==> src/rtl/uart_byte_rx.sv <==
// UART 8N1 receiver: 2-FF synchronised rx, oversampled bit timing, valid/ready byte output.
// Optional build macro UART_RX_MAJORITY_EN: 2-of-3 majority vote around each sample tick.
module uart_byte_rx #(
  parameter int unsigned CLK_FREQ_HZ = 100_000_000,
  parameter int unsigned BAUD_RATE   = 115_200,
  parameter int unsigned OVERSAMPLE  = 16
) (
  input  logic       clk_i,
  input  logic       reset_ni,
  input  logic       rx_i,
  input  logic       ready_i,
  output logic       valid_o,
  output logic [7:0] data_o,
  output logic       frame_err_o,
  output logic       overrun_o
);

  localparam int unsigned DIV_RAW = CLK_FREQ_HZ / (BAUD_RATE * OVERSAMPLE);
  localparam int unsigned DIV     = (DIV_RAW < 1) ? 1 : DIV_RAW;
  localparam int unsigned DIV_W   = (DIV > 1) ? $clog2(DIV) : 1;
  localparam int unsigned CNT_W   = $clog2(OVERSAMPLE);

  localparam logic [DIV_W-1:0] DIV_LAST = DIV_W'(DIV - 1);
  localparam logic [CNT_W-1:0] CNT_MID  = CNT_W'(OVERSAMPLE / 2 - 1);
  localparam logic [CNT_W-1:0] CNT_LAST = CNT_W'(OVERSAMPLE - 1);

  typedef enum logic [2:0] {
    WaitHigh,
    Idle,
    Start,
    Data,
    Stop
  } state_e;

  logic [DIV_W-1:0] div_cnt_q, div_cnt_d;
  logic             tick;

  logic [1:0]       sync_q, sync_d;
  logic             rx_level;
  logic             rx_sample;

  state_e           state_q, state_d;
  logic [CNT_W-1:0] cnt_q, cnt_d;
  logic [2:0]       bitn_q, bitn_d;
  logic [7:0]       shift_q, shift_d;
  logic             byte_done;
  logic             frame_err;

  logic             valid_q, valid_d;
  logic [7:0]       data_q, data_d;
  logic             frame_err_q, frame_err_d;
  logic             overrun_q, overrun_d;

  // Free-running divider; with DIV==1 every clock is a tick.
  always_comb begin
    tick      = (div_cnt_q == DIV_LAST);
    div_cnt_d = tick ? '0 : div_cnt_q + DIV_W'(1);
  end

  always_comb begin
    sync_d = {sync_q[0], rx_i};
  end

  always_ff @(posedge clk_i or negedge reset_ni) begin
    if (!reset_ni) begin
      div_cnt_q <= '0;
      sync_q    <= 2'b11;
    end else begin
      div_cnt_q <= div_cnt_d;
      sync_q    <= sync_d;
    end
  end

`ifdef UART_RX_MAJORITY_EN
  // The FSM runs one tick behind the synchroniser so that the nominal sample
  // point has a neighbour on each side for the vote.
  logic [1:0] rx_hist_q, rx_hist_d;

  always_comb begin
    rx_hist_d = rx_hist_q;
    if (tick) begin
      rx_hist_d = {rx_hist_q[0], sync_q[1]};
    end
  end

  always_ff @(posedge clk_i or negedge reset_ni) begin
    if (!reset_ni) begin
      rx_hist_q <= 2'b11;
    end else begin
      rx_hist_q <= rx_hist_d;
    end
  end

  always_comb begin
    rx_level  = rx_hist_q[0];
    rx_sample = (sync_q[1] & rx_hist_q[0]) |
                (sync_q[1] & rx_hist_q[1]) |
                (rx_hist_q[0] & rx_hist_q[1]);
  end
`else
  always_comb begin
    rx_level  = sync_q[1];
    rx_sample = sync_q[1];
  end
`endif

  always_comb begin
    state_d   = state_q;
    cnt_d     = cnt_q;
    bitn_d    = bitn_q;
    shift_d   = shift_q;
    byte_done = 1'b0;
    frame_err = 1'b0;
    if (tick) begin
      case (state_q)
        WaitHigh: begin
          if (rx_level) begin
            state_d = Idle;
          end
        end
        Idle: begin
          if (!rx_level) begin
            cnt_d   = '0;
            state_d = Start;
          end
        end
        Start: begin
          if (cnt_q == CNT_MID) begin
            if (rx_sample) begin
              state_d = Idle;
            end else begin
              cnt_d   = '0;
              bitn_d  = '0;
              state_d = Data;
            end
          end else begin
            cnt_d = cnt_q + CNT_W'(1);
          end
        end
        Data: begin
          if (cnt_q == CNT_LAST) begin
            shift_d = {rx_sample, shift_q[7:1]};
            cnt_d   = '0;
            if (bitn_q == 3'd7) begin
              state_d = Stop;
            end else begin
              bitn_d = bitn_q + 3'd1;
            end
          end else begin
            cnt_d = cnt_q + CNT_W'(1);
          end
        end
        Stop: begin
          if (cnt_q == CNT_LAST) begin
            cnt_d = '0;
            if (rx_sample) begin
              byte_done = 1'b1;
              state_d   = Idle;
            end else begin
              // A held-low line parks in WaitHigh, so a break reports once.
              frame_err = 1'b1;
              state_d   = WaitHigh;
            end
          end else begin
            cnt_d = cnt_q + CNT_W'(1);
          end
        end
        default: begin
          state_d = WaitHigh;
        end
      endcase
    end
  end

  always_ff @(posedge clk_i or negedge reset_ni) begin
    if (!reset_ni) begin
      state_q <= WaitHigh;
      cnt_q   <= '0;
      bitn_q  <= '0;
      shift_q <= '0;
    end else begin
      state_q <= state_d;
      cnt_q   <= cnt_d;
      bitn_q  <= bitn_d;
      shift_q <= shift_d;
    end
  end

  // A completed byte may replace the held one only if it leaves this cycle.
  always_comb begin
    valid_d     = valid_q;
    data_d      = data_q;
    overrun_d   = 1'b0;
    frame_err_d = frame_err;
    if (valid_q && ready_i) begin
      valid_d = 1'b0;
    end
    if (byte_done) begin
      if (!valid_q || ready_i) begin
        data_d  = shift_q;
        valid_d = 1'b1;
      end else begin
        overrun_d = 1'b1;
      end
    end
  end

  always_ff @(posedge clk_i or negedge reset_ni) begin
    if (!reset_ni) begin
      valid_q     <= 1'b0;
      data_q      <= '0;
      frame_err_q <= 1'b0;
      overrun_q   <= 1'b0;
    end else begin
      valid_q     <= valid_d;
      data_q      <= data_d;
      frame_err_q <= frame_err_d;
      overrun_q   <= overrun_d;
    end
  end

  assign valid_o     = valid_q;
  assign data_o      = data_q;
  assign frame_err_o = frame_err_q;
  assign overrun_o   = overrun_q;

endmodule
==> config.mk <==
export PLATFORM = sky130hd
export DESIGN_NAME = uart_byte_rx
export DESIGN_NICKNAME = d
export VERILOG_FILES = /design/src/rtl/uart_byte_rx.sv
export SDC_FILE = /design/constraint.sdc
export NUM_CORES = 1
export LEC_CHECK = 0
export BUFFER_PORTS_ARGS = -buffer_cell sky130_fd_sc_hd__buf_4
export CORE_MARGIN = 2
export CORE_UTILIZATION = 50
export CTS_CLUSTER_SIZE = 14
export DETAILED_ROUTE_END_ITERATION = 8
export PLACE_DENSITY = 0.69
export REMOVE_ABC_BUFFERS = 1
export SLEW_MARGIN = 10
export SYNTH_ARGS = -nofsm -noshare
export SYNTH_HDL_FRONTEND = slang
export SYNTH_SLANG_ARGS = --single-unit
export TNS_END_PERCENT = 50
==> constraint.sdc <==
create_clock -name clk_i -period 1.9 [get_ports clk_i]
set_input_delay 0.38 -clock clk_i [delete_from_list [all_inputs] [get_ports clk_i]]
set_output_delay 0.38 -clock clk_i [all_outputs]
set_load 0.03 [all_outputs]
==> results.json, run 1 <==
{
  "worstSetupPathType": "flip-flop to flip-flop",
  "drc": 0,
  "die_x_um": 63.7,
  "netlist.area_leader.share": 0.491,
  "worstPathMaxFanout": 8,
  "fmax_mhz": 545,
  "portBuffers": 14,
  "cts.htree.levels": 2,
  "grt_usage": 0.178,
  "area_growth_pct": 15.7,
  "critical_path.top_delay_family": "simple AND/OR/NAND/NOR gates",
  "placed_area_um2": 1950,
  "dr_total_vias": 1187,
  "dr.first_iter.drc_count": 78,
  "ir_drop_mv": 0.481,
  "drt-pass1-iter-count": 4,
  "finalSetupTns_ns": 0,
  "setup_viol": 0,
  "worst_setup_path_start_kind": "flip-flop",
  "avgRoutedWirePerCell_um": 14.4,
  "crit_path_end_kind": "flip-flop",
  "ys_ff_latch": 37,
  "drt-total-wl_mm": 3.18,
  "viasPerCell": 5.40,
  "rows": 21,
  "die-area_um2": 4060,
  "status": "complete, no violations",
  "crit_arrival_ns": 2.06,
  "max_stage_delay_ns": 0.40,
  "r2r_cells": 8,
  "slew_violations": 0,
  "cts_sinks": 37,
  "fin_skew_ns": 0.0206,
  "cts_buffer_depth": 2,
  "yosysSeqAreaShare": 0.521,
  "drtAntennaViolNets": 0,
  "hpwl_mm": 2.27,
  "synth_area_per_cell_um2": 11.7,
  "yosys-top-cells-area": "dfrtp_1 (49%), mux2_4 (6.7%), mux2_2 (3.8%)",
  "coreArea_um2": 3390,
  "overflow": 0,
  "clock-root-buffer": "clkbuf_4",
  "hold_class": "input pin to flip-flop",
  "antenna_found_initial": 0,
  "clkTransAtPathRegs_ns": 0.11,
  "final_net_count": 182,
  "leakage_uw": 0.00101,
  "path_buf_inv": 2,
  "synthCells": 152,
  "initial_utilization": 0.526,
  "critical-path-slowest-cell": "dfrtp_1",
  "stdcell_area_um2": 2060,
  "finalHoldViolCount": 0,
  "gp_congestion": 0.829,
  "drive_gt1_frac": 0.322,
  "yosysTopAreaCell": "dfrtp_1",
  "fin_crit_sh": 0.966,
  "dieHeight_um": 63.7,
  "cts_tree": "yes",
  "cp.depth": 8,
  "power_per_cell_area_nw_per_um2": 675,
  "ys_types": 40,
  "maxCapViolCount": 0,
  "boundaryPins": 15,
  "crit_chain": "inv_1, ha_1, nand4_2, nand2b_4, nor3_4, and3_4, buf_12, mux2_4",
  "hold_depth": 1,
  "syn_area_um2": 1780,
  "worstMarginPinSlew_ns": 0.444,
  "grt_pass1_vias": 1239,
  "grt_pass1_wl_mm": 5.54,
  "grt_start_max_net_pins": 38,
  "finalCriticalPeriod_ns": 1.83,
  "slew_headroom": 0.704,
  "crit_required_ns": 2.13,
  "fin_util": 0.609,
  "clock_latency_ns": 0.34,
  "ys_warn_count": 0,
  "antenna_cells": 0,
  "numCtsBuffers": 5
}
## layer usage
metal,track usage,vias up,wire [um]
met1,0.223,563,1410
met3,0.0554,12,153
li1,-,574,-
met2,0.282,38,1560
met4,0.0788,0,55
met5,0,-,0
## worst paths after layout
kind | start | end | slack (ns)
max | div_cnt_q[1] | data_o[1] | 0.07
min | rx_i | sync_q[0] | 0.14
max reg2reg | div_cnt_q[1] | data_o[1] | 0.07
min reg2reg | sync_q[0] | sync_q[1] | 0.36
max in group asynchronous | reset_ni | sync_q[0] | 1.03
min in group asynchronous | reset_ni | cnt_q[3] | 0.50
## through the flow
stage,std cells,hold WS [ns],setup slack [ns],power (uW)
after global routing,220,0.0994,-0.0115,1450
after global placement,210,0.347,0.0784,831
after detailed placement,210,0.347,0.0398,832
after floorplan,145,0.0844,0.00110,811
final,220,0.143,0.0652,1390
after CTS,219,0.132,0.0343,1410
## area by class of cell
class,instances,area (um2)
Sequential cell,37,928
Inverter,6,22.5
Clock buffer,6,51.3
Clock inverter,2,37.5
Tap cell,46,57.6
Multi-Input combinational cell,102,793
Timing Repair Buffer,21,173
Fill cell,258,1330
## registers in the layout, indices dropped and copies added (netlist names), 2 cells and up
name,flops
state_q,3
shift_q,8
sync_q,2
data_o,8
bitn_q,3
cnt_q,4
div_cnt_q,6
## worst reg2reg max path, stage by stage (launching register included)
cell and delay [ns]:
dfrtp_1 0.40, inv_1 0.06, ha_1 0.14, nand4_2 0.11
nand2b_4 0.19, nor3_4 0.19, and3_4 0.21, buf_12 0.13
mux2_4 0.30
## cell families after synthesis
family / share of synthesized area
flops: 0.521
compound gates: 0.0968
fa+ha+maj: 0.0351
simple gates: 0.174
xor+xnor: 0.0147
buf+inv: 0.0407
mux: 0.118
## Yosys cell counts
master	instances
nand2b_1	2
a211oi_1	1
mux2_2	6
nand4_2	1
mux2_4	8
buf_2	4
nor3_4	1
dfstp_2	2
or2_2	1
o31ai_1	2
and3_1	1
nor3b_2	1
buf_4	1
a21o_1	4
nand2b_4	1
inv_1	6
nand3_2	2
nor3_2	1
ha_1	5
nand4_1	1
xnor2_1	2
o21ai_1	3
mux2_1	2
nor4b_1	1
nor2b_4	1
a32oi_2	1
nor3_1	3
nor4_1	2
a22o_1	4
a21oi_1	2
nand3_1	7
nand2_1	9
xor2_1	1
o21ai_0	7
o221ai_1	1
nor2b_1	2
nand2_2	1
dfrtp_1	35
nor2_1	15
buf_6	2
## layout by cell type (no fill, tap or decap), types with 2 or more instances in the layout
master / instances
dfrtp_1: 35
inv_1: 6
mux2_1: 2
a22o_1: 4
nand3_1: 7
nor3_4: 2
nor3_1: 3
nor2_1: 15
ha_1: 5
buf_4: 19
nor4_1: 2
xnor2_1: 2
mux2_4: 8
o31ai_1: 2
clkbuf_4: 5
nand2_1: 9
nand3_2: 2
a21o_1: 4
nand2b_1: 2
dfstp_2: 2
o21ai_0: 7
o21ai_1: 3
nor2b_1: 2
mux2_2: 6
a21oi_1: 2
## report_power, final
part | switching (uW) | internal (uW) | total (uW)
registers | 2.99 | 791 | 794
logic | 15.8 | 6.67 | 22.5
clock network | 264 | 313 | 577
total | 283 | 1110 | 1390
## timing repair
item,4_1_cts,5_1_grt
endpoints found under the hold margin,28,0
resized for setup,0,2
setup endpoints to repair,0,8
setup buffers,0,1
hold buffers,1,0
Power figures use the tool's default switching activity.
==> run 2: changes to the inputs <==
--- a/config.mk
+++ b/config.mk
@@ -5,6 +5,7 @@
 export SDC_FILE = /design/constraint.sdc
 export NUM_CORES = 1
 export LEC_CHECK = 0
+export ABC_CLOCK_PERIOD_IN_PS = 2000
 export BUFFER_PORTS_ARGS = -buffer_cell sky130_fd_sc_hd__buf_4
 export CORE_MARGIN = 2
 export CORE_UTILIZATION = 50
==> constraint.sdc (replaced) <==
create_clock -name clk_i -period 2 [get_ports clk_i]
set_input_delay 0.4 -clock clk_i [delete_from_list [all_inputs] [get_ports clk_i]]
set_output_delay 0.4 -clock clk_i [all_outputs]
set_load 0.03 [all_outputs]
==> results.json, run 2 (synthesized netlist as in run 1, its figures left out) <==
{
  "status": "complete, no violations",
  "cts_sinks": 37,
  "fmax_mhz": 532,
  "maxCapViolCount": 0,
  "hpwl_mm": 2.31,
  "leakage_uw": 0.000995,
  "hold_ws_ns": 0.143,
  "max_stage_delay_ns": 0.42,
  "drt-met1-wl_mm": 1.43,
  "finalSetupTns_ns": 0,
  "antenna_found_initial": 0,
  "placed_area_um2": 1930,
  "finalCriticalPeriod_ns": 1.88,
  "clock-root-buffer": "clkbuf_4",
  "die-area_um2": 4060,
  "crit_path_end_kind": "flip-flop",
  "ir_drop_mv": 0.389,
  "drive_gt1_frac": 0.304,
  "worstMarginPinSlew_ns": 0.453,
  "cts_tree": "yes",
  "drtAntennaViolNets": 0,
  "power.total_uw": 1440,
  "crit_arrival_ns": 2.13,
  "worst_setup_path_start_kind": "flip-flop",
  "gp_congestion": 0.808,
  "stdcell_count": 217,
  "startpoint": "div_cnt_q[1]",
  "hp-start": "rx_i",
  "drt-total-wl_mm": 3.23,
  "final_net_count": 179,
  "clkTransAtPathRegs_ns": 0.12,
  "dr_wl_met3_um": 154,
  "initial_utilization": 0.526,
  "reg2reg_from": "div_cnt_q[1]",
  "grt_usage": 0.191,
  "area_growth_pct": 14.8,
  "final_cell_mix": "dfrtp_1 (35), buf_4 (16), nor2_1 (15), nand2_1 (9), mux2_4 (8)",
  "fin_crit_sh": 0.940,
  "path_buf_inv": 2,
  "drc": 0,
  "wl_met2_mm": 1.58,
  "critical_path.top_delay_family": "simple AND/OR/NAND/NOR gates",
  "antenna_cells": 0,
  "boundaryPins": 15,
  "crit_required_ns": 2.25,
  "fin_skew_ns": 0.00923,
  "cts.htree.levels": 2,
  "setup_viol": 0,
  "cts_buffer_depth": 2,
  "clock_latency_ns": 0.35,
  "slew_violations": 0,
  "maxUsedRoutingLayer": "met4",
  "grt_start_max_net_pins": 38,
  "hold_class": "input pin to flip-flop",
  "post_cts_buffers": 0,
  "portBuffers": 14,
  "numCtsBuffers": 5,
  "layout_commonest_cell": "dfrtp_1",
  "slew_headroom": 0.698,
  "crit_chain": "inv_1, ha_1, nand4_2, nand2b_4, nor3_2, and3_1, buf_12, mux2_4",
  "overflow": 0,
  "power_per_cell_area_nw_per_um2": 704,
  "drt-pass1-iter-count": 4,
  "avgRoutedWirePerCell_um": 14.9,
  "dr_total_vias": 1196,
  "rows": 21,
  "dr.first_iter.drc_count": 94,
  "dp_cells": 208,
  "die_x_um": 63.7,
  "worstPathMaxFanout": 8,
  "coreArea_um2": 3390,
  "stdcell_area_um2": 2050,
  "viasPerCell": 5.51,
  "dieHeight_um": 63.7,
  "finalHoldViolCount": 0,
  "critical-path-slowest-cell": "dfrtp_1",
  "grt_pass1_wl_mm": 5.80,
  "rsz0062_at_grt": "no",
  "worstSetupPathType": "flip-flop to flip-flop",
  "grt_pass1_vias": 1251
}
[run 2: power by group]
part | switching (uW) | internal (uW) | leakage (uW)
sequential | 2.80 | 752 | 0.000496
clock | 271 | 393 | 0.0000558
combinational | 15.5 | 6.32 | 0.000444
total | 290 | 1150 | 0.000995
[run 2: final cells by class]
class,count,area (um2)
clock buffers,5,37.5
clock inverters,3,68.8
fillers,265,1340
inverters,6,22.5
multi-input cells,102,782
flip-flops and latches,37,928
well taps,46,57.6
repair buffers,18,150
[run 2: worst register-to-register path, stage by stage, from the launching register on]
cell      delay, ns
dfrtp_1        0.42
inv_1          0.06
ha_1           0.15
nand4_2        0.10
nand2b_4       0.19
nor3_2         0.19
and3_1         0.23
buf_12         0.15
mux2_4         0.30
[run 2: metrics by stage]
stage / utilization / worst slack [ns]
after floorplan: - / 0.101
after global placement: 0.570 / 0.179
after detailed placement: 0.570 / 0.126
after CTS: 0.604 / 0.110
after global routing: 0.604 / 0.0253
final: 0.604 / 0.120
[run 2: timing repair]
item,in CTS,in global routing
resized for setup,0,0
hold buffers,1,0
endpoints found under the hold margin,33,0
[run 2: worst paths after layout]
kind / end / slack [ns] / cells after the start
min reg2reg: sync_q[1] / 0.37 / 0
min: sync_q[0] / 0.14 / 1
max in group asynchronous: sync_q[0] / 1.13 / 2
min in group asynchronous: cnt_q[3] / 0.52 / 2
max: data_o[3] / 0.12 / 8
max reg2reg: data_o[3] / 0.12 / 8
[run 2: routing by layer]
metal	track usage	vias to the layer above
met5	0	-
met4	0.0815	0
met3	0.0607	7
met2	0.321	36
met1	0.224	590
li1	-	563
==> run 3: changes to the inputs <==
--- a/config.mk
+++ b/config.mk
@@ -5,13 +5,12 @@
 export SDC_FILE = /design/constraint.sdc
 export NUM_CORES = 1
 export LEC_CHECK = 0
-export ABC_CLOCK_PERIOD_IN_PS = 2000
+export ABC_CLOCK_PERIOD_IN_PS = 1800
 export BUFFER_PORTS_ARGS = -buffer_cell sky130_fd_sc_hd__buf_4
 export CORE_MARGIN = 2
-export CORE_UTILIZATION = 50
+export CORE_UTILIZATION = 45
 export CTS_CLUSTER_SIZE = 14
 export DETAILED_ROUTE_END_ITERATION = 8
-export PLACE_DENSITY = 0.69
 export REMOVE_ABC_BUFFERS = 1
 export SLEW_MARGIN = 10
 export SYNTH_ARGS = -nofsm -noshare
==> constraint.sdc (replaced) <==
create_clock -name clk_i -period 1.8 [get_ports clk_i]
set_input_delay 0.36 -clock clk_i [delete_from_list [all_inputs] [get_ports clk_i]]
set_output_delay 0.36 -clock clk_i [all_outputs]
set_load 0.03 [all_outputs]
==> results.json, run 3 (synthesized netlist as in run 1, its figures left out) <==
{
  "status": "complete, no violations",
  "fillCellCount": 348,
  "dr.first_iter.drc_count": 69,
  "crit_arrival_ns": 1.93,
  "final-seq-area_um2": 928,
  "coreArea_um2": 3740,
  "antenna_cells": 0,
  "rows": 22,
  "worstPathMaxFanout": 8,
  "crit_path_end_kind": "flip-flop",
  "cts_tree": "yes",
  "intPower_uw": 1290,
  "comb_power_share": 0.014,
  "power.total_uw": 1590,
  "grt_pass1_vias": 1308,
  "avgRoutedWirePerCell_um": 14.1,
  "setup_viol": 0,
  "worstSetupPathType": "flip-flop to flip-flop",
  "viasPerCell": 5.29,
  "final_net_count": 191,
  "pwr-share-seq": 0.527,
  "area_growth_pct": 21.7,
  "finalHoldViolCount": 0,
  "numCtsBuffers": 5,
  "ir_drop_mv": 0.432,
  "drc": 0,
  "slew_headroom": 0.692,
  "grt_pass1_wl_mm": 5.77,
  "fin_util": 0.580,
  "power.switching_uw": 299,
  "layout_commonest_cell": "dfrtp_1",
  "worst_slack_ns": 0.0382,
  "clock_latency_ns": 0.28,
  "initial_utilization": 0.476,
  "drt-total-wl_mm": 3.26,
  "grt_usage": 0.174,
  "clock-root-buffer": "clkbuf_8",
  "leakage_uw": 0.00107,
  "finalCriticalPeriod_ns": 1.76,
  "drt-pass1-iter-count": 4,
  "slew_violations": 0,
  "die_x_um": 66.9,
  "crit_required_ns": 1.97,
  "hold_class": "input pin to async pin",
  "clkTransAtPathRegs_ns": 0.07,
  "drtAntennaViolNets": 0,
  "grt_start_max_net_pins": 38,
  "hpwl_mm": 2.40,
  "fin_skew_ns": 0.00401,
  "power_per_cell_area_nw_per_um2": 733,
  "fmax_mhz": 568,
  "die-area_um2": 4480,
  "boundaryPins": 15,
  "overflow": 0,
  "drive_gt1_frac": 0.366,
  "dieHeight_um": 66.9,
  "antenna_found_initial": 0,
  "dr_total_vias": 1222,
  "portBuffers": 14,
  "rsz0062_at_grt": "yes",
  "p_sw_frac": 0.188,
  "cts_sinks": 37,
  "worstMarginPinSlew_ns": 0.462,
  "cts.htree.levels": 2,
  "clkPwrFrac": 0.459,
  "maxCapViolCount": 0,
  "final_cell_mix": "dfrtp_1 (35), buf_4 (28), nor2_1 (15), nand2_1 (9), mux2_4 (8)",
  "fin_crit_sh": 0.979,
  "cts_buffer_depth": 2,
  "gp_congestion": 0.840,
  "dpl_worst_slack_ns": -0.0154,
  "multi_input_area_um2": 801,
  "worst_setup_path_start_kind": "flip-flop"
}
[run 3: cell count changes in the layout (fill, tap and decap cells not counted), sizes merged]
cell	before	now
buf	17	30
inv	7	6
dlygate4sd3	1	0
bufinv	2	1
clkbuf	5	7
[run 3: area by class of cell]
cell class | count | area share
Clock buffer | 7 | 0.0398
Clock inverter | 1 | 0.0138
Inverter | 6 | 0.0104
Multi-Input combinational cell | 102 | 0.369
Sequential cell | 37 | 0.428
Tap cell | 48 | 0.0277
Timing Repair Buffer | 30 | 0.111
[run 3: metrics by stage]
step                area, um2  hold WS (ns)  cells  setup TNS (ns)
finish                   2170        0.0252    231               0
global route             2170        0.0507    231          -0.698
CTS                      2140        0.0358    228               0
detailed placement       2010         0.347    220         -0.0692
global placement         2010         0.339    220               0
floorplan                1730        0.0644    145          -0.791
[run 3: routing by layer]
metal	vias to the layer above	GRT usage	routed length, um
li1	591	-	-
met1	606	0.210	1470
met2	20	0.300	1630
met3	5	0.0422	109
met4	0	0.0612	46
met5	-	0	0
[run 3: worst paths after layout]
| check | start | end | slack (ns) | cells past startpoint |
|---|---|---|---|---|
| min in group clk_i | rx_i | sync_q[0] | 0.18 | 1 |
| max in group asynchronous | reset_ni | sync_q[1] | 1.42 | 1 |
| setup reg to reg | cnt_q[0] | data_o[4] | 0.04 | 6 |
| setup / recovery | cnt_q[0] | data_o[4] | 0.04 | 6 |
| hold / removal | reset_ni | data_o[5] | 0.03 | 1 |
| hold reg to reg | sync_q[0] | sync_q[1] | 0.37 | 0 |
[run 3: power by group through the flow]
| stage | sequential, uW | clock, uW | combinational [uW] |
|---|---|---|---|
| 2_1_floorplan | 853 | 0 | 2.36 |
| 3_3_place_gp | 854 | 0 | 23.0 |
| 3_5_place_dp | 854 | 0 | 24.0 |
| 4_1_cts | 838 | 752 | 24.0 |
| 5_1_grt | 839 | 791 | 26.4 |
| 6_report | 839 | 730 | 22.6 |
[run 3: what timing repair did]
action                     4_1_cts  5_1_grt
hold endpoints to repair         0        0
setup endpoints to repair       13       21
resized for setup                3        2
pin swaps                        2        2
setup buffers                    0        3
gates cloned                     0        0
hold buffers                     0        0
[run 3: worst max-delay path: stages (launching register included)]
cell and delay (ns):
dfrtp_1 0.38, ha_2 0.23, nand3_2 0.16, nor3_4 0.23
and3_4 0.22, buf_12 0.13, mux2_4 0.30
